File: config.mk
export PLATFORM = sky130hd
export DESIGN_NAME = shk_reg_slave
export DESIGN_NICKNAME = d
export VERILOG_FILES = /design/src/rtl/shk_bus_pkg.sv /design/src/rtl/shk_reg_bank.sv /design/src/rtl/shk_reg_slave.sv
export SDC_FILE = /design/constraint.sdc
export NUM_CORES = 1
export LEC_CHECK = 0
export BUFFER_PORTS_ARGS = -buffer_cell sky130_fd_sc_hd__buf_2
export CAP_MARGIN = 30
export CELL_PAD_IN_SITES_DETAIL_PLACEMENT = 1
export CELL_PAD_IN_SITES_GLOBAL_PLACEMENT = 1
export CORE_AREA = 2 2 317 193
export DETAILED_ROUTE_END_ITERATION = 10
export DIE_AREA = 0 0 319 195
export PLACE_DENSITY_LB_ADDON = 0.1
export SLEW_MARGIN = 20
export SYNTH_ARGS = -nofsm -noshare
export SYNTH_HDL_FRONTEND = slang
export SYNTH_SLANG_ARGS = --single-unit
File: constraint.sdc
create_clock -name i_sys_clk -period 26.5 [get_ports i_sys_clk]
set_input_delay 2.65 -clock i_sys_clk [delete_from_list [all_inputs] [get_ports i_sys_clk]]
set_output_delay 2.65 -clock i_sys_clk [all_outputs]
set_load 0.005 [all_outputs]
File: src/rtl/shk_bus_pkg.sv
// Shared shake-bus definitions: FSM state encoding, error flag positions,
// miss data fill and default widths used by the shake register slave.
package shk_bus_pkg;

    localparam int SHK_WD_DATA_DEF      = 16;
    localparam int SHK_WD_ADDR_DEF      = 16;
    localparam int SHK_NB_REG_ADDR_DEF  = 4;
    localparam int SHK_NB_RSP_DELAY_DEF = 2;
    localparam int SHK_WD_ERR_INFO_DEF  = 4;
    localparam int SHK_WD_DELAY_CNT     = 4;

    localparam int ERR_BIT_OVERRUN = 0;
    localparam int ERR_BIT_MISS    = 1;

    // Every bit of the returned data is set to this on an address miss.
    localparam logic SHK_MISS_FILL = 1'b1;

    typedef enum logic [1:0] {
        ST_IDLE = 2'd0,
        ST_WAIT = 2'd1,
        ST_RESP = 2'd2
    } shk_state_e;

    function automatic logic [SHK_WD_DELAY_CNT-1:0] delay_load(input int nb_rsp_delay);
        return (nb_rsp_delay == 0) ? '0 : SHK_WD_DELAY_CNT'(nb_rsp_delay - 1);
    endfunction

endpackage

File: src/rtl/shk_reg_bank.sv
// Register storage for the shake slave: address decode, hit detection,
// write-through storage and a one-cycle registered one-hot write strobe.
module shk_reg_bank
    import shk_bus_pkg::*;
#(
    parameter int                     WD_SHK_DATA = SHK_WD_DATA_DEF,
    parameter int                     WD_SHK_ADDR = SHK_WD_ADDR_DEF,
    parameter int                     NB_REG_ADDR = SHK_NB_REG_ADDR_DEF,
    parameter logic [WD_SHK_ADDR-1:0] REG_BASE    = 'h0010
) (
    input  logic                                    i_sys_clk,
    input  logic                                    i_sys_reset,
    input  logic                                    wr_en,
    input  logic [WD_SHK_ADDR-1:0]                  acc_addr,
    input  logic [WD_SHK_DATA-1:0]                  wr_data,
    output logic                                    hit,
    output logic [WD_SHK_DATA-1:0]                  rd_data,
    output logic [(2**NB_REG_ADDR)*WD_SHK_DATA-1:0] reg_bank,
    output logic [(2**NB_REG_ADDR)-1:0]             reg_wstb
);

    localparam int NUM_REGS = 2**NB_REG_ADDR;

    logic [WD_SHK_ADDR-1:0] offset;
    logic [NB_REG_ADDR-1:0] index;
    logic [WD_SHK_DATA-1:0] regs_q [NUM_REGS];

    // Offset is only trusted once the address is known to be at or above the
    // base, so the subtraction can never wrap into the window.
    assign offset  = acc_addr - REG_BASE;
    assign index   = offset[NB_REG_ADDR-1:0];
    assign hit     = (acc_addr >= REG_BASE) && ((offset >> NB_REG_ADDR) == '0);
    assign rd_data = regs_q[index];

    generate
        for (genvar gi = 0; gi < NUM_REGS; gi++) begin : g_reg
            logic                   sel;
            logic [WD_SHK_DATA-1:0] data_reg;
            logic                   wstb_reg;

            assign sel = wr_en && hit && (index == NB_REG_ADDR'(gi));

            always_ff @(posedge i_sys_clk or posedge i_sys_reset) begin
                if (i_sys_reset) begin
                    data_reg <= '0;
                    wstb_reg <= 1'b0;
                end else begin
                    wstb_reg <= sel;
                    if (sel) begin
                        data_reg <= wr_data;
                    end
                end
            end

            assign regs_q[gi]                            = data_reg;
            assign reg_wstb[gi]                          = wstb_reg;
            assign reg_bank[gi*WD_SHK_DATA +: WD_SHK_DATA] = data_reg;
        end
    endgenerate

endmodule

File: src/rtl/shk_reg_slave.sv
// Shake-bus responder terminating master requests into a local register bank.
// Define SHK_REG_SLAVE_ERR_INFO_EN to enable sticky overrun/miss flags on m_err_reg_info1.
module shk_reg_slave
    import shk_bus_pkg::*;
#(
    parameter int                     WD_SHK_DATA  = SHK_WD_DATA_DEF,
    parameter int                     WD_SHK_ADDR  = SHK_WD_ADDR_DEF,
    parameter int                     NB_REG_ADDR  = SHK_NB_REG_ADDR_DEF,
    parameter logic [WD_SHK_ADDR-1:0] REG_BASE     = 'h0010,
    parameter int                     NB_RSP_DELAY = SHK_NB_RSP_DELAY_DEF,
    parameter int                     WD_ERR_INFO  = SHK_WD_ERR_INFO_DEF
) (
    input  logic                                    i_sys_clk,
    input  logic                                    i_sys_reset,
    input  logic                                    s_shk_reg_valid,
    input  logic                                    s_shk_reg_msync,
    input  logic [WD_SHK_DATA-1:0]                  s_shk_reg_mdata,
    input  logic [WD_SHK_ADDR-1:0]                  s_shk_reg_maddr,
    output logic                                    s_shk_reg_ready,
    output logic                                    s_shk_reg_ssync,
    output logic [WD_SHK_DATA-1:0]                  s_shk_reg_sdata,
    output logic [WD_SHK_ADDR-1:0]                  s_shk_reg_saddr,
    output logic [(2**NB_REG_ADDR)*WD_SHK_DATA-1:0] o_reg_bank,
    output logic [(2**NB_REG_ADDR)-1:0]             o_reg_wstb,
    output logic [WD_ERR_INFO-1:0]                  m_err_reg_info1
);

    localparam logic [SHK_WD_DELAY_CNT-1:0] DELAY_LOAD = delay_load(NB_RSP_DELAY);
    localparam logic                        NO_DELAY   = (NB_RSP_DELAY == 0);

    shk_state_e                  state_reg;
    logic [SHK_WD_DELAY_CNT-1:0] cnt_reg;
    logic                        sync_reg;
    logic [WD_SHK_ADDR-1:0]      addr_reg;
    logic [WD_SHK_DATA-1:0]      data_reg;
    logic                        ready_reg;
    logic                        ssync_reg;
    logic [WD_SHK_DATA-1:0]      sdata_reg;
    logic [WD_SHK_ADDR-1:0]      saddr_reg;

    logic                   in_idle;
    logic                   go_resp;
    logic                   acc_write;
    logic [WD_SHK_ADDR-1:0] acc_addr;
    logic [WD_SHK_DATA-1:0] acc_data;
    logic                   hit;
    logic [WD_SHK_DATA-1:0] rd_data;
    logic [WD_SHK_DATA-1:0] resp_data;

    assign in_idle = (state_reg == ST_IDLE);

    // The access is performed on the edge that enters RESP; without a delay
    // that edge is the accepting one, so the live request is used directly.
    assign go_resp   = in_idle ? (s_shk_reg_valid && NO_DELAY)
                               : ((state_reg == ST_WAIT) && (cnt_reg == '0));
    assign acc_write = in_idle ? s_shk_reg_msync : sync_reg;
    assign acc_addr  = in_idle ? s_shk_reg_maddr : addr_reg;
    assign acc_data  = in_idle ? s_shk_reg_mdata : data_reg;

    always_comb begin
        resp_data = {WD_SHK_DATA{SHK_MISS_FILL}};
        if (hit) begin
            resp_data = acc_write ? acc_data : rd_data;
        end
    end

    shk_reg_bank #(
        .WD_SHK_DATA (WD_SHK_DATA),
        .WD_SHK_ADDR (WD_SHK_ADDR),
        .NB_REG_ADDR (NB_REG_ADDR),
        .REG_BASE    (REG_BASE)
    ) u_bank (
        .i_sys_clk   (i_sys_clk),
        .i_sys_reset (i_sys_reset),
        .wr_en       (go_resp && acc_write),
        .acc_addr    (acc_addr),
        .wr_data     (acc_data),
        .hit         (hit),
        .rd_data     (rd_data),
        .reg_bank    (o_reg_bank),
        .reg_wstb    (o_reg_wstb)
    );

    always_ff @(posedge i_sys_clk or posedge i_sys_reset) begin
        if (i_sys_reset) begin
            state_reg <= ST_IDLE;
            cnt_reg   <= '0;
            sync_reg  <= 1'b0;
            addr_reg  <= '0;
            data_reg  <= '0;
            ready_reg <= 1'b0;
            ssync_reg <= 1'b0;
            sdata_reg <= '0;
            saddr_reg <= '0;
        end else begin
            ready_reg <= 1'b0;
            case (state_reg)
                ST_IDLE: begin
                    if (s_shk_reg_valid) begin
                        sync_reg <= s_shk_reg_msync;
                        addr_reg <= s_shk_reg_maddr;
                        data_reg <= s_shk_reg_mdata;
                        if (NO_DELAY) begin
                            state_reg <= ST_RESP;
                        end else begin
                            state_reg <= ST_WAIT;
                            cnt_reg   <= DELAY_LOAD;
                        end
                    end
                end
                ST_WAIT: begin
                    if (cnt_reg == '0) begin
                        state_reg <= ST_RESP;
                    end else begin
                        cnt_reg <= cnt_reg - 1'b1;
                    end
                end
                ST_RESP: state_reg <= ST_IDLE;
                default: state_reg <= ST_IDLE;
            endcase
            // Response fields hold their value until the next acknowledge.
            if (go_resp) begin
                ready_reg <= 1'b1;
                ssync_reg <= acc_write;
                saddr_reg <= acc_addr;
                sdata_reg <= resp_data;
            end
        end
    end

    assign s_shk_reg_ready = ready_reg;
    assign s_shk_reg_ssync = ssync_reg;
    assign s_shk_reg_sdata = sdata_reg;
    assign s_shk_reg_saddr = saddr_reg;

`ifdef SHK_REG_SLAVE_ERR_INFO_EN
    logic [WD_ERR_INFO-1:0] err_reg;
    logic                   overrun;

    // Any strobe outside IDLE, including the acknowledge cycle, is dropped.
    assign overrun = s_shk_reg_valid && !in_idle;

    always_ff @(posedge i_sys_clk or posedge i_sys_reset) begin
        if (i_sys_reset) begin
            err_reg <= '0;
        end else begin
            if (overrun) begin
                err_reg[ERR_BIT_OVERRUN] <= 1'b1;
            end
            if (go_resp && !hit) begin
                err_reg[ERR_BIT_MISS] <= 1'b1;
            end
        end
    end

    assign m_err_reg_info1 = err_reg;
`else
    assign m_err_reg_info1 = '0;
`endif

endmodule

# ---- Yosys cells after proc, flatten, opt, wreduce, memory -nomap -nowiden
# Cells that the tools add are included.
dict set report word_totals {
  romBits 0
  elab_cells 109
  n_memories 0
  in_bits 36
  latch_bits 0
  mem_bits_rw 0
  ff_bits 345
}
dict set report classes {
  n_div 0
  shift 0
  bitwise_logic 1
  eq_ne 19
  magnitude_cmp 2
  n_mux 16
  multipliers 0
  addsub 2
  reduce_logical 28
}
# cell count
set ops {}
lappend ops {{16-bit 2-to-1 mux} 6}
lappend ops {{16-bit binary-select mux with 4-bit select} 1}
lappend ops {{4-bit == test (second input constant)} 8}
lappend ops {{1-bit logical AND} 20}
lappend ops {{4-bit by 3-bit == test with 1-bit output (second input constant)} 4}
lappend ops {{16-bit by 5-bit greater-or-equal comparator with 1-bit output (second input constant)} 1}
lappend ops {{16-bit zero test} 1}
lappend ops {{16-bit by 5-bit subtractor with 16-bit output (second input constant)} 1}
lappend ops {{4-bit by 2-bit == test with 1-bit output (second input constant)} 2}
lappend ops {{4-bit zero test} 2}
lappend ops {{4-bit 2-to-1 mux} 2}
lappend ops {{4-bit one-hot mux with 2 select lines} 1}
lappend ops {{5-bit greater-or-equal comparator (second input constant)} 1}
lappend ops {{4-bit NOT with 5-bit output} 1}
lappend ops {{4-bit by 1-bit == test with 1-bit output (second input constant)} 1}
lappend ops {{2-bit 2-to-1 mux} 2}
lappend ops {{2-bit != test (second input constant)} 2}
lappend ops {{2-bit one-hot mux with 2 select lines} 1}
lappend ops {{2-bit AND reduction} 2}
lappend ops {{4-bit by 1-bit subtractor with 4-bit output (second input constant)} 1}
lappend ops {{1-bit 2-to-1 mux} 3}
lappend ops {{3-bit AND reduction} 1}
lappend ops {{2-bit by 1-bit == test with 1-bit output (second input constant)} 1}
lappend ops {{2-bit zero test} 1}
lappend ops {{other kinds (2)} 2}

# ---- Longest topological paths before layout
# Gate-level depths: netlist of the first run.
dict set report depth {
  word_depth 9
  mapped_depth 11
}

# ---- Modules after synthesis
# A second synthesis of the first run with hierarchy kept.
dict set report unflattened {
  cells_unflattened 1026
  hier_area_um2 15980.3
}
# module cells_per_inst seq_area_each_um2 area_each_um2 n_inst
set by_module_without_submodules {}
lappend by_module_without_submodules {shk_reg_bank 769 6806.5 12384.4 1}
lappend by_module_without_submodules {shk_reg_slave 257 1826.8 3595.9 1}

# ---- Least setup slack after synthesis of the first run
# No wires, ideal clock.
dict set report synth_path {
  path_kind {input to register}
  start {input s_shk_reg_maddr[9]}
  end {register sdata_reg[0] (netlist: s_shk_reg_sdata[0])}
  setup_slack_ns 22.107
  required_ns 26.377
  t_arrival_ns 4.271
  cell_stages 7
  path_cell_list {nor4_1 > and3_1 > o21ai_4 > or2_1 > clkbuf_1 > or4_1 > o221a_2}
}
dict set report synth_between {
  elab_chain_cells 5
  elab_cells_between_ends 6
  cone_classes {add/sub: 1; order compare: 1; mux: 2; reduce/logical: 2}
}
# item line_no
set synth_rtl {}
lappend synth_rtl {{from (decl)} shk_reg_slave.sv:18} ;# input logic [WD_SHK_ADDR-1:0] s_shk_reg_maddr,
lappend synth_rtl {{16-bit 2-to-1 mux (*)} shk_reg_slave.sv:57} ;# assign acc_addr = in_idle ? s_shk_reg_maddr : addr_reg;
lappend synth_rtl {{16-bit by 5-bit subtractor with 16-bit output} shk_reg_bank.sv:30} ;# assign offset = acc_addr - REG_BASE;
lappend synth_rtl {{16-bit zero test} shk_reg_bank.sv:32} ;# assign hit = (acc_addr >= REG_BASE) && ((offset >> NB_REG_ADDR) == '0);
lappend synth_rtl {{1-bit logical AND (*)} shk_reg_bank.sv:32}
lappend synth_rtl {{16-bit 2-to-1 mux (*)} shk_reg_slave.sv:62} ;# if (hit) begin
lappend synth_rtl {{to (signal assigned)} shk_reg_slave.sv:126} ;# sdata_reg <= resp_data;
lappend synth_rtl {{to (decl)} shk_reg_slave.sv:38} ;# logic [WD_SHK_DATA-1:0] sdata_reg;
# Mark *: on every way between the ends. The rest lies on a longest branch, timed or not.
# A chain may end at the register's enable or synchronous reset.

# ---- Worst setup path after layout of the first run
dict set report layout_path {
  start {input s_shk_reg_maddr[1]}
  end {register sdata_reg[9] (netlist: s_shk_reg_sdata[9])}
}
dict set report layout_between {
  elab_chain_cells 8
  elab_cells_between_ends 11
  cone_classes {add/sub: 1; order compare: 1; mux: 6; bitwise: 1; reduce/logical: 2}
}
# item line_no
set layout_rtl {}
lappend layout_rtl {{16-bit 2-to-1 mux (*)} shk_reg_slave.sv:57}
lappend layout_rtl {{16-bit by 5-bit subtractor with 16-bit output} shk_reg_bank.sv:30}
lappend layout_rtl {{4-bit NOT with 5-bit output (implied by the code)} shk_reg_bank.sv:33} ;# assign rd_data = regs_q[index];
lappend layout_rtl {{16-bit binary-select mux with 4-bit select} shk_reg_bank.sv:33}
lappend layout_rtl {{16-bit 2-to-1 mux (implied by the code) (2 in a row)} shk_reg_bank.sv:33}
lappend layout_rtl {{16-bit 2-to-1 mux} shk_reg_slave.sv:63} ;# resp_data = acc_write ? acc_data : rd_data;
lappend layout_rtl {{16-bit 2-to-1 mux (*)} shk_reg_slave.sv:62}
# Mark *: on every way between the ends. The rest lies on a longest branch, timed or not. The select of a mux whose other input is x is not followed.

==> impl_results.html, run 1 <==
<table>
<tr><th>Metric</th><th>Value</th></tr>
<tr><th colspan="2">GRT</th></tr>
<tr><td>GR met3 Demand/Resource</td><td>~5%</td></tr>
<tr><td>Overflow after GRT</td><td>0</td></tr>
<tr><td>Maximum number of pins on one net before global-route repair</td><td>between 90 and 100</td></tr>
<tr><td>First-pass GRT wire length</td><td>96.9 mm</td></tr>
<tr><td>Met2 track demand over resource in global routing</td><td>33.5%</td></tr>
<tr><td>Met1 layer usage reported by global route</td><td>a little under a third</td></tr>
<tr><td>Via count of the first global-routing pass</td><td>approximately 13,000</td></tr>
<tr><td>Global Route Usage Sum</td><td>a little over a fifth</td></tr>
<tr><td>Top Usage Layer GRT</td><td>met2</td></tr>
<tr><td>Initial antenna violation count</td><td>0</td></tr>
<tr><th colspan="2">Layout</th></tr>
<tr><td>Fillers</td><td>between 6,000 and 7,000</td></tr>
<tr><td>Synthesis-to-finish area growth</td><td>26.6%</td></tr>
<tr><td>N_diodes</td><td>0</td></tr>
<tr><td>Layout Utilization</td><td>about a third</td></tr>
<tr><td>Share of cells above drive strength 1</td><td>between 30% and 40%</td></tr>
<tr><td>Max FFs per register</td><td>256</td></tr>
<tr><td>Final Net Count</td><td>approximately 1,800</td></tr>
<tr><th colspan="2">Placed design</th></tr>
<tr><td>Gpl congestion</td><td>slightly below 0.8</td></tr>
<tr><td>Count of port buffers added during placement</td><td>341</td></tr>
<tr><td>HPWL Detailed</td><td>a little under 50 mm</td></tr>
<tr><th colspan="2">Setup path</th></tr>
<tr><td>Required time of the critical path</td><td>about 27 ns</td></tr>
<tr><td>CP Class</td><td>in -&gt; reg</td></tr>
<tr><td>Worst Setup Start Kind</td><td>input pin</td></tr>
<tr><td>RR Startpoint</td><td>state_reg[0]</td></tr>
<tr><td>Critical Path AT</td><td>5.52 ns</td></tr>
<tr><td>Max Fanout on Critical Path</td><td>33</td></tr>
<tr><td>CP startpoint</td><td>s_shk_reg_maddr[1]</td></tr>
<tr><td>Cell with the biggest individual delay on the critical path</td><td>sky130_fd_sc_hd__buf_4</td></tr>
<tr><td>Crit. End Element</td><td>register</td></tr>
<tr><td>Most common cell on crit path</td><td>sky130_fd_sc_hd__o22ai_1</td></tr>
<tr><td>Max incr delay on CP</td><td>0.61 ns</td></tr>
<tr><td>Cell family contributing the most delay on the critical path</td><td>compound AO/OA/AOI/OAI gates</td></tr>
<tr><td>Critical-path cell list</td><td>buf_2 -&gt; or3b_1 -&gt; nand2_4 -&gt; buf_4 -&gt; mux2i_1 -&gt; o22ai_1 -&gt; o22ai_1 -&gt; a221oi_1</td></tr>
<tr><td>Worst Path Buf+Inv</td><td>2</td></tr>
<tr><th colspan="2">Synthesis</th></tr>
<tr><td>Instance count of the mapped netlist</td><td>~1,400</td></tr>
<tr><td>Sequential area share after synthesis</td><td>56.4%</td></tr>
<tr><td>Mapped Avg Cell Area</td><td>between 10 and 15 µm²</td></tr>
<tr><td>Synthesized-area fraction occupied by xor and xnor cells</td><td>less than 1%</td></tr>
<tr><td>Combinational family with the most area after synthesis</td><td>multiplexers</td></tr>
<tr><td>Leading register cell type out of synthesis</td><td>sky130_fd_sc_hd__dfrtp_1</td></tr>
<tr><td>Post-synthesis compound-gate area fraction</td><td>13.5%</td></tr>
<tr><td>Distinct cell type count after synthesis</td><td>between 50 and 60</td></tr>
<tr><td>Share of flip-flops with an asynchronous set or reset</td><td>between 90% and 100%</td></tr>
<tr><td>Number of flip-flops and latches in the synthesized netlist</td><td>around 350</td></tr>
<tr><td>Post-synthesis cell area</td><td>around 15,000 µm²</td></tr>
<tr><td>EDFF count, synth</td><td>0</td></tr>
<tr><td>Area share of fa/ha/maj cells after synthesis</td><td>0.164%</td></tr>
<tr><td>Share of synthesized area spent on multiplexers</td><td>a little over an eighth</td></tr>
<tr><td>Synth warnings</td><td>0</td></tr>
<tr><td>Fraction of the mapped netlist area in simple logic gates</td><td>between 10% and 20%</td></tr>
<tr><th colspan="2">Floorplan</th></tr>
<tr><td>Area of the core region</td><td>59,100 µm²</td></tr>
<tr><td>Total Die Area</td><td>approximately 62,000 µm²</td></tr>
<tr><td>Num rows</td><td>69</td></tr>
<tr><td>Die width</td><td>about 320 µm</td></tr>
<tr><td>Ports placed on the boundary</td><td>approximately 350</td></tr>
<tr><td>Height of the die</td><td>between 150 and 200 µm</td></tr>
<tr><td>Starting density of the core</td><td>between 20% and 30%</td></tr>
<tr><th colspan="2">Clock tree</th></tr>
<tr><td>TritonCTS clock tree</td><td>yes</td></tr>
<tr><td>Number of sinks on the clock net</td><td>345</td></tr>
<tr><td>Post-CTS Hold Fix Bufs</td><td>0</td></tr>
<tr><td>Bufs on Longest Clock Path</td><td>3</td></tr>
<tr><td>Clock slew at the register clock pins of the worst setup and hold paths</td><td>~0.060 ns</td></tr>
<tr><td>H-tree levels</td><td>2</td></tr>
<tr><td>Post-cts resize count</td><td>0</td></tr>
<tr><td>Clock Latency Late Sink</td><td>roughly 0.55 ns</td></tr>
<tr><td>Post-CTS Setup Bufs</td><td>0</td></tr>
<tr><td>Total clock buffers created by CTS</td><td>40</td></tr>
<tr><td>Root buffer selected by CTS</td><td>sky130_fd_sc_hd__clkbuf_16</td></tr>
<tr><th colspan="2">Routing</th></tr>
<tr><td>Number of vias after detailed routing</td><td>between 10,000 and 15,000</td></tr>
<tr><td>Total routed wirelength</td><td>between 60 and 70 mm</td></tr>
<tr><td>Initial detailed-routing violation count</td><td>about 700</td></tr>
<tr><td>Number of nets still failing antenna checks after routing</td><td>0</td></tr>
<tr><td>Number of optimization iterations in the first detailed-route pass</td><td>5</td></tr>
<tr><td>Post-route DRC violation count</td><td>0</td></tr>
<tr><td>Post-detailed-route wirelength per cell</td><td>between 20 and 30 µm</td></tr>
<tr><td>Vias/cell</td><td>4.88</td></tr>
<tr><th colspan="2">STA</th></tr>
<tr><td>Share of the cycle needed by the critical path after routing</td><td>19.4%</td></tr>
<tr><td>Final number of hold-violating endpoints</td><td>0</td></tr>
<tr><td>Final total negative setup slack</td><td>0 ns</td></tr>
<tr><td>Remaining max-slew budget at the tightest pin</td><td>a little over a third</td></tr>
<tr><td>Slew of the pin with the lowest slew margin</td><td>slightly above 0.9 ns</td></tr>
<tr><td>Final setup vio count</td><td>0</td></tr>
<tr><td>Minimum clock period</td><td>just over 5 ns</td></tr>
<tr><td>Pins over their slew limit</td><td>0</td></tr>
<tr><td>Maximum clock frequency</td><td>a little under 0.2 GHz</td></tr>
<tr><td>Unrepaired setup endpoints after global routing</td><td>false</td></tr>
<tr><td>Final clock skew</td><td>between 0.02 and 0.025 ns</td></tr>
<tr><th colspan="2">Flow run</th></tr>
<tr><td>Max Cap Violations</td><td>0</td></tr>
<tr><th colspan="2">Min path</th></tr>
<tr><td>Launch instance of the worst min-delay path</td><td>s_shk_reg_saddr[15]</td></tr>
<tr><td>Hold WC Path Type</td><td>reg -&gt; reg</td></tr>
<tr><th colspan="2">Status</th></tr>
<tr><td>Status</td><td>completed</td></tr>
<tr><th colspan="2">Power</th></tr>
<tr><td>Power density over the cells</td><td>97.7 nW/µm²</td></tr>
<tr><td>Total power</td><td>about 1.9 mW</td></tr>
<tr><td>Peak supply drop</td><td>around 0.000044 V</td></tr>
<tr><td>Leakage power figure</td><td>roughly 9.6 nW</td></tr>
</table>
-- metrics by stage --
step	instance area (µm²)	hold slack (ns)	instances	worst slack (ns)
after floorplan	15300	0.463	1421	14.28
after global placement	17700	0.483	2445	20.44
after detailed placement	17900	0.488	2455	20.83
after CTS	19300	0.504	2525	21.39
after global routing	19400	0.519	2531	21.22
final	19400	0.499	2531	21.35
-- cells by family (layout without fill, tap and decap cells) --
| family | count (synthesis) | in the layout |
|---|---|---|
| compound gates | 354 | 354 |
| flops | 345 | 345 |
| fa+ha+maj | 2 | 2 |
| other cells | 1 | 4 |
| mux | 164 | 164 |
| simple gates | 406 | 406 |
| buf+inv | 144 | 473 |
| xor+xnor | 2 | 2 |
-- where the power goes --
part           total, mW  leakage, nW  internal [mW]  switching, mW
Clock              0.589        0.664          0.353          0.237
Sequential         0.622         4.63          0.578         0.0443
Combinational      0.683         4.27          0.222          0.460
Total               1.89         9.56           1.15          0.741
-- final timing paths --
| path | cells past startpoint | slack [ns] | to |
|---|---|---|---|
| setup reg to reg | 8 | 22.83 | u_bank.g_reg[5].data_reg[6] |
| hold reg to reg | 1 | 0.50 | s_shk_reg_saddr[15] |
| hold / removal | 1 | 0.50 | s_shk_reg_saddr[15] |
| max in group asynchronous | 4 | 22.09 | u_bank.g_reg[10].data_reg[8] |
| setup / recovery | 8 | 21.35 | s_shk_reg_sdata[9] |
| min in group asynchronous | 2 | 2.21 | u_bank.g_reg[0].wstb_reg |
-- per-layer routing --
metal	up-vias	part of all wire, %
met3	66	6.0
met2	326	45
met1	6403	47
met5	-	0
met4	0	1.8
li1	5548	-
-- Yosys cell counts, drive strengths merged, types with 2 or more instances --
cell type    n  area, µm²
dfrtp      345       8630
nand2      242        911
o21ai      174        882
nor2       105        410
a21oi       97        538
buf         73        464
mux2        70        796
mux2i       65        651
clkbuf      58        218
o22ai       32        200
mux4        29        653
a221oi      16        140
inv         13       48.8
nor3        11       70.1
nand3       10       65.1
a31oi        8       50.1
a21o         6       45.0
or3          6       37.5
a222oi       5       50.1
and2         5       31.3
nor3b        5       47.5
a22oi        4       30.0
nand2b       4       25.0
o21a         4       30.0
or2          4       25.0
nand4        3       18.8
nor4         3       18.8
and3         2       12.5
ha           2       25.0
xor2         2       17.5
-- cell usage in the layout (no fill, tap or decap), drive strengths merged, types with 29 or more instances in the layout --
cell and n:
a21oi 97, buf 390, clkbuf 58, dfrtp 345, mux2 70, mux2i 65, mux4 29, nand2 242
nor2 105, o21ai 174, o22ai 32
-- area by class of cell --
class / count / area (µm²) / share of cell area, %
Clock buffer: 58 / 1200 / 6.19
Clock inverter: 12 / 170 / 0.878
Inverter: 13 / 56.3 / 0.290
Multi-Input combinational cell: 932 / 6090 / 31.4
Sequential cell: 345 / 8630 / 44.5
Tap cell: 781 / 977 / 5.04
Timing Repair Buffer: 390 / 2260 / 11.6
-- worst register-to-register path: cells and delay by family (launching register included) --
family	cells	cell delay, ns
DFF	1	0.52
and+or+nand+nor	2	0.86
AOI/OAI and AO/OA	2	0.91
buffers and inverters	3	1.08
muxes	1	0.18
Note: power is estimated with default switching activity, not from simulation.
==> inputs of run 2 (changes only) <==
==> constraint.sdc (replaced) <==
create_clock -name i_sys_clk -period 5.4 [get_ports i_sys_clk]
set_input_delay 0.54 -clock i_sys_clk [delete_from_list [all_inputs] [get_ports i_sys_clk]]
set_output_delay 0.54 -clock i_sys_clk [all_outputs]
set_load 0.005 [all_outputs]
==> impl_results.html, run 2 (synthesis results as in run 1) <==
<table>
<tr><th>Metric</th><th>Value</th></tr>
<tr><th colspan="2">Power</th></tr>
<tr><td>Power density over the cells</td><td>469 nW/µm² (was 97.7 nW/µm²)</td></tr>
<tr><td>Power share of the combinational group</td><td>37.1% (was 36.0%)</td></tr>
<tr><td>Leakage power figure</td><td>9.49 nW (was 9.56 nW)</td></tr>
<tr><td>Switching power</td><td>3.62 mW (was 0.741 mW)</td></tr>
<tr><td>Switching part of the total</td><td>40.1% (was 39.1%)</td></tr>
<tr><td>Total power</td><td>9.03 mW (was 1.89 mW)</td></tr>
<tr><td>Sequential power share</td><td>33.8% (was 32.9%)</td></tr>
<tr><td>Clock network fraction of total power</td><td>29.1% (was 31.1%)</td></tr>
<tr><td>Peak supply drop</td><td>0.000213 V (was 0.0000440 V)</td></tr>
<tr><td>Internal power summed over all cells</td><td>5.41 mW (was 1.15 mW)</td></tr>
<tr><th colspan="2">STA</th></tr>
<tr><td>Slew of the pin with the lowest slew margin</td><td>1.03 ns (was 0.932 ns)</td></tr>
<tr><td>Maximum clock frequency</td><td>0.283 GHz</td></tr>
<tr><td>Worst Setup Slack, final</td><td>1.87 ns (was 21.35 ns)</td></tr>
<tr><td>Worst Hold Slack</td><td>0.234 ns (was 0.499 ns)</td></tr>
<tr><td>Unrepaired setup endpoints after global routing</td><td>false (unchanged)</td></tr>
<tr><td>Share of the cycle needed by the critical path after routing</td><td>about 65%</td></tr>
<tr><td>Final number of hold-violating endpoints</td><td>0 (unchanged)</td></tr>
<tr><td>Final total negative setup slack</td><td>0 ns (unchanged)</td></tr>
<tr><td>Pins over their slew limit</td><td>0 (unchanged)</td></tr>
<tr><td>Remaining max-slew budget at the tightest pin</td><td>30.1% (was 36.5%)</td></tr>
<tr><td>Minimum clock period</td><td>between 3 and 4 ns</td></tr>
<tr><td>Final setup vio count</td><td>0 (unchanged)</td></tr>
<tr><td>Final clock skew</td><td>0.0138 ns (was 0.0204 ns)</td></tr>
<tr><th colspan="2">Routing</th></tr>
<tr><td>Number of optimization iterations in the first detailed-route pass</td><td>5 (unchanged)</td></tr>
<tr><td>Number of vias after detailed routing</td><td>12,400 (was 12,300)</td></tr>
<tr><td>Initial detailed-routing violation count</td><td>835 (was 710)</td></tr>
<tr><td>Number of nets still failing antenna checks after routing</td><td>0 (unchanged)</td></tr>
<tr><td>Vias/cell</td><td>4.90 (was 4.88)</td></tr>
<tr><td>Total routed wirelength</td><td>68.5 mm (was 68.1 mm)</td></tr>
<tr><td>Post-detailed-route wirelength per cell</td><td>27.1 µm (was 26.9 µm)</td></tr>
<tr><td>Post-route DRC violation count</td><td>0 (unchanged)</td></tr>
<tr><th colspan="2">Clock tree</th></tr>
<tr><td>H-tree levels</td><td>2 (unchanged)</td></tr>
<tr><td>Bufs on Longest Clock Path</td><td>3 (unchanged)</td></tr>
<tr><td>Root buffer selected by CTS</td><td>sky130_fd_sc_hd__clkbuf_16 (unchanged)</td></tr>
<tr><td>TritonCTS clock tree</td><td>yes (unchanged)</td></tr>
<tr><td>Clock slew at the register clock pins of the worst setup and hold paths</td><td>0.06 ns (about the same)</td></tr>
<tr><td>Clock Latency Late Sink</td><td>0.55 ns (about the same)</td></tr>
<tr><td>Number of sinks on the clock net</td><td>345 (unchanged)</td></tr>
<tr><td>Total clock buffers created by CTS</td><td>39 (was 40)</td></tr>
<tr><th colspan="2">Setup path</th></tr>
<tr><td>CP Class</td><td>reg -&gt; reg (was in -&gt; reg)</td></tr>
<tr><td>Critical path capture point</td><td>u_bank.g_reg[3].data_reg[11] (was s_shk_reg_sdata[9])</td></tr>
<tr><td>CP startpoint</td><td>state_reg[0] (was s_shk_reg_maddr[1])</td></tr>
<tr><td>RR Startpoint</td><td>state_reg[0] (unchanged)</td></tr>
<tr><td>Required time of the critical path</td><td>5.86 ns (was 26.87 ns)</td></tr>
<tr><td>Capturing point of the worst reg2reg path</td><td>u_bank.g_reg[3].data_reg[11] (was u_bank.g_reg[5].data_reg[6])</td></tr>
<tr><td>Critical Path AT</td><td>4.00 ns (was 5.52 ns)</td></tr>
<tr><td>Max Fanout on Critical Path</td><td>22 (was 33)</td></tr>
<tr><td>Reg2Reg Setup Slack</td><td>1.87 ns (was 22.83 ns)</td></tr>
<tr><td>Count of cells along the worst register-to-register path</td><td>8 (unchanged)</td></tr>
<tr><td>Worst Setup Start Kind</td><td>register (was input pin)</td></tr>
<tr><td>Crit. End Element</td><td>register (unchanged)</td></tr>
<tr><th colspan="2">Placed design</th></tr>
<tr><td>Count of port buffers added during placement</td><td>341 (unchanged)</td></tr>
<tr><td>Placement-stage worst setup slack</td><td>1.84 ns (was 20.83 ns)</td></tr>
<tr><td>Placed insts</td><td>2,456 (was 2,455)</td></tr>
<tr><td>Gpl congestion</td><td>0.807 (was 0.783)</td></tr>
<tr><td>HPWL Detailed</td><td>50.0 mm (was 48.9 mm)</td></tr>
<tr><th colspan="2">Flow run</th></tr>
<tr><td>Max Cap Violations</td><td>0 (unchanged)</td></tr>
<tr><th colspan="2">Status</th></tr>
<tr><td>Status</td><td>completed (unchanged)</td></tr>
<tr><th colspan="2">Layout</th></tr>
<tr><td>Most common library cell in the layout ignoring fill and taps</td><td>sky130_fd_sc_hd__dfrtp_1 (unchanged)</td></tr>
<tr><td>Fillers</td><td>6,646 (was 6,618)</td></tr>
<tr><td>Synthesis-to-finish area growth</td><td>25.7% (was 26.6%)</td></tr>
<tr><td>Post-route non-filler standard cell count</td><td>2,530 (was 2,531)</td></tr>
<tr><td>Share of cells above drive strength 1</td><td>33.0% (was 33.5%)</td></tr>
<tr><td>Max FFs per register</td><td>256 (unchanged)</td></tr>
<tr><td>Most frequent cells in the layout</td><td>345 x sky130_fd_sc_hd__dfrtp_1, 341 x sky130_fd_sc_hd__buf_2, 241 x sky130_fd_sc_hd__nand2_1, 153 x sky130_fd_sc_hd__o21ai_0, 104 x sky130_fd_sc_hd__nor2_1 (unchanged)</td></tr>
<tr><td>Final Net Count</td><td>1,757 (was 1,760)</td></tr>
<tr><th colspan="2">GRT</th></tr>
<tr><td>Initial antenna violation count</td><td>5 (was 0)</td></tr>
<tr><td>Maximum number of pins on one net before global-route repair</td><td>132 (was 95)</td></tr>
<tr><td>First-pass GRT wire length</td><td>97.9 mm (was 96.9 mm)</td></tr>
<tr><td>Global Route Usage Sum</td><td>21.7% (was 21.6%)</td></tr>
<tr><td>Via count of the first global-routing pass</td><td>12,600 (was 12,700)</td></tr>
<tr><td>Overflow after GRT</td><td>0 (unchanged)</td></tr>
<tr><th colspan="2">Floorplan</th></tr>
<tr><td>Height of the die</td><td>195 µm (unchanged)</td></tr>
<tr><td>Ports placed on the boundary</td><td>346 (unchanged)</td></tr>
<tr><td>Area of the core region</td><td>59,100 µm² (unchanged)</td></tr>
<tr><td>Die width</td><td>319 µm (unchanged)</td></tr>
<tr><td>Num rows</td><td>69 (unchanged)</td></tr>
<tr><td>Starting density of the core</td><td>25.9% (unchanged)</td></tr>
<tr><td>Total Die Area</td><td>62,200 µm² (unchanged)</td></tr>
<tr><th colspan="2">Min path</th></tr>
<tr><td>Hold WC Path Type</td><td>in -&gt; reg (was reg -&gt; reg)</td></tr>
</table>
run 2: changes by cell type in the layout (fill, tap and decap cells not counted), sizes merged, moves of 2 or more:
cell      previous run  this run
clkinvlp             4         2
buf                390       386
bufinv               4         0
clkbuf              58        60
clkinv               4         8
diode                0         3
run 2: final cells by class:
class	count	area (µm²)	area share, %
Antenna cell	3	7.51	0.0390
Clock buffer	59	1160	6.05
Clock inverter	9	47.5	0.247
Inverter	13	52.6	0.273
Multi-Input combinational cell	932	6090	31.7
Sequential cell	345	8630	44.9
Tap cell	781	977	5.08
Timing Repair Buffer	388	2260	11.8
run 2: per-stage QoR:
| stage | cell area, µm² | util, % |
|---|---|---|
| finish | 19200 | 32.6 |
| global route | 19200 | 32.6 |
| CTS | 19200 | 32.5 |
| detailed placement | 18000 | 30.4 |
| global placement | 17700 | 30.0 |
| floorplan | 15300 | - |
run 2: critical path, stage by stage (launching register included):
cell	delay, ns
sky130_fd_sc_hd__dfrtp_1	0.56
sky130_fd_sc_hd__or2_1	0.79
sky130_fd_sc_hd__a31oi_1	0.26
sky130_fd_sc_hd__buf_4	0.23
sky130_fd_sc_hd__or2_2	0.36
sky130_fd_sc_hd__nor3_4	0.70
sky130_fd_sc_hd__buf_4	0.36
sky130_fd_sc_hd__nor2_1	0.07
sky130_fd_sc_hd__a21oi_1	0.12
run 2: worst min path at each step:
stage                                      from                     endpoint  slack (ns)  cells after the start
CTS                         s_shk_reg_maddr[12]                 addr_reg[12]        0.21                      2
global placement    u_bank.g_reg[6].data_reg[0]  u_bank.g_reg[6].data_reg[0]        0.48                      2
detailed placement          s_shk_reg_saddr[15]          s_shk_reg_saddr[15]        0.49                      1
floorplan                            cnt_reg[0]                   cnt_reg[0]        0.46                      1
global route                 s_shk_reg_maddr[7]                  addr_reg[7]        0.22                      2
finish                      s_shk_reg_maddr[12]                 addr_reg[12]        0.23                      2
run 2: what timing repair did:
action	in CTS	in global routing
resized for setup	0	0
hold endpoints to repair	9	0
hold buffers	1	0
buffers inserted	0	0
run 2: power groups by stage:
stage / combinational [mW] / clock [mW] / sequential (mW)
2_1_floorplan: 1.79 / 0 / 3.02
3_3_place_gp: 3.18 / 0 / 3.09
3_5_place_dp: 3.33 / 0 / 3.10
4_1_cts: 3.34 / 2.70 / 3.05
5_1_grt: 3.54 / 2.81 / 3.09
6_report: 3.35 / 2.62 / 3.05
run 2: per-layer routing:
| layer | routed length (µm) | global-route usage, % |
|---|---|---|
| met5 | 0 | 0 |
| met4 | 975 | 3.65 |
| met3 | 4200 | 4.59 |
| met2 | 30500 | 33.2 |
| met1 | 32900 | 31.9 |
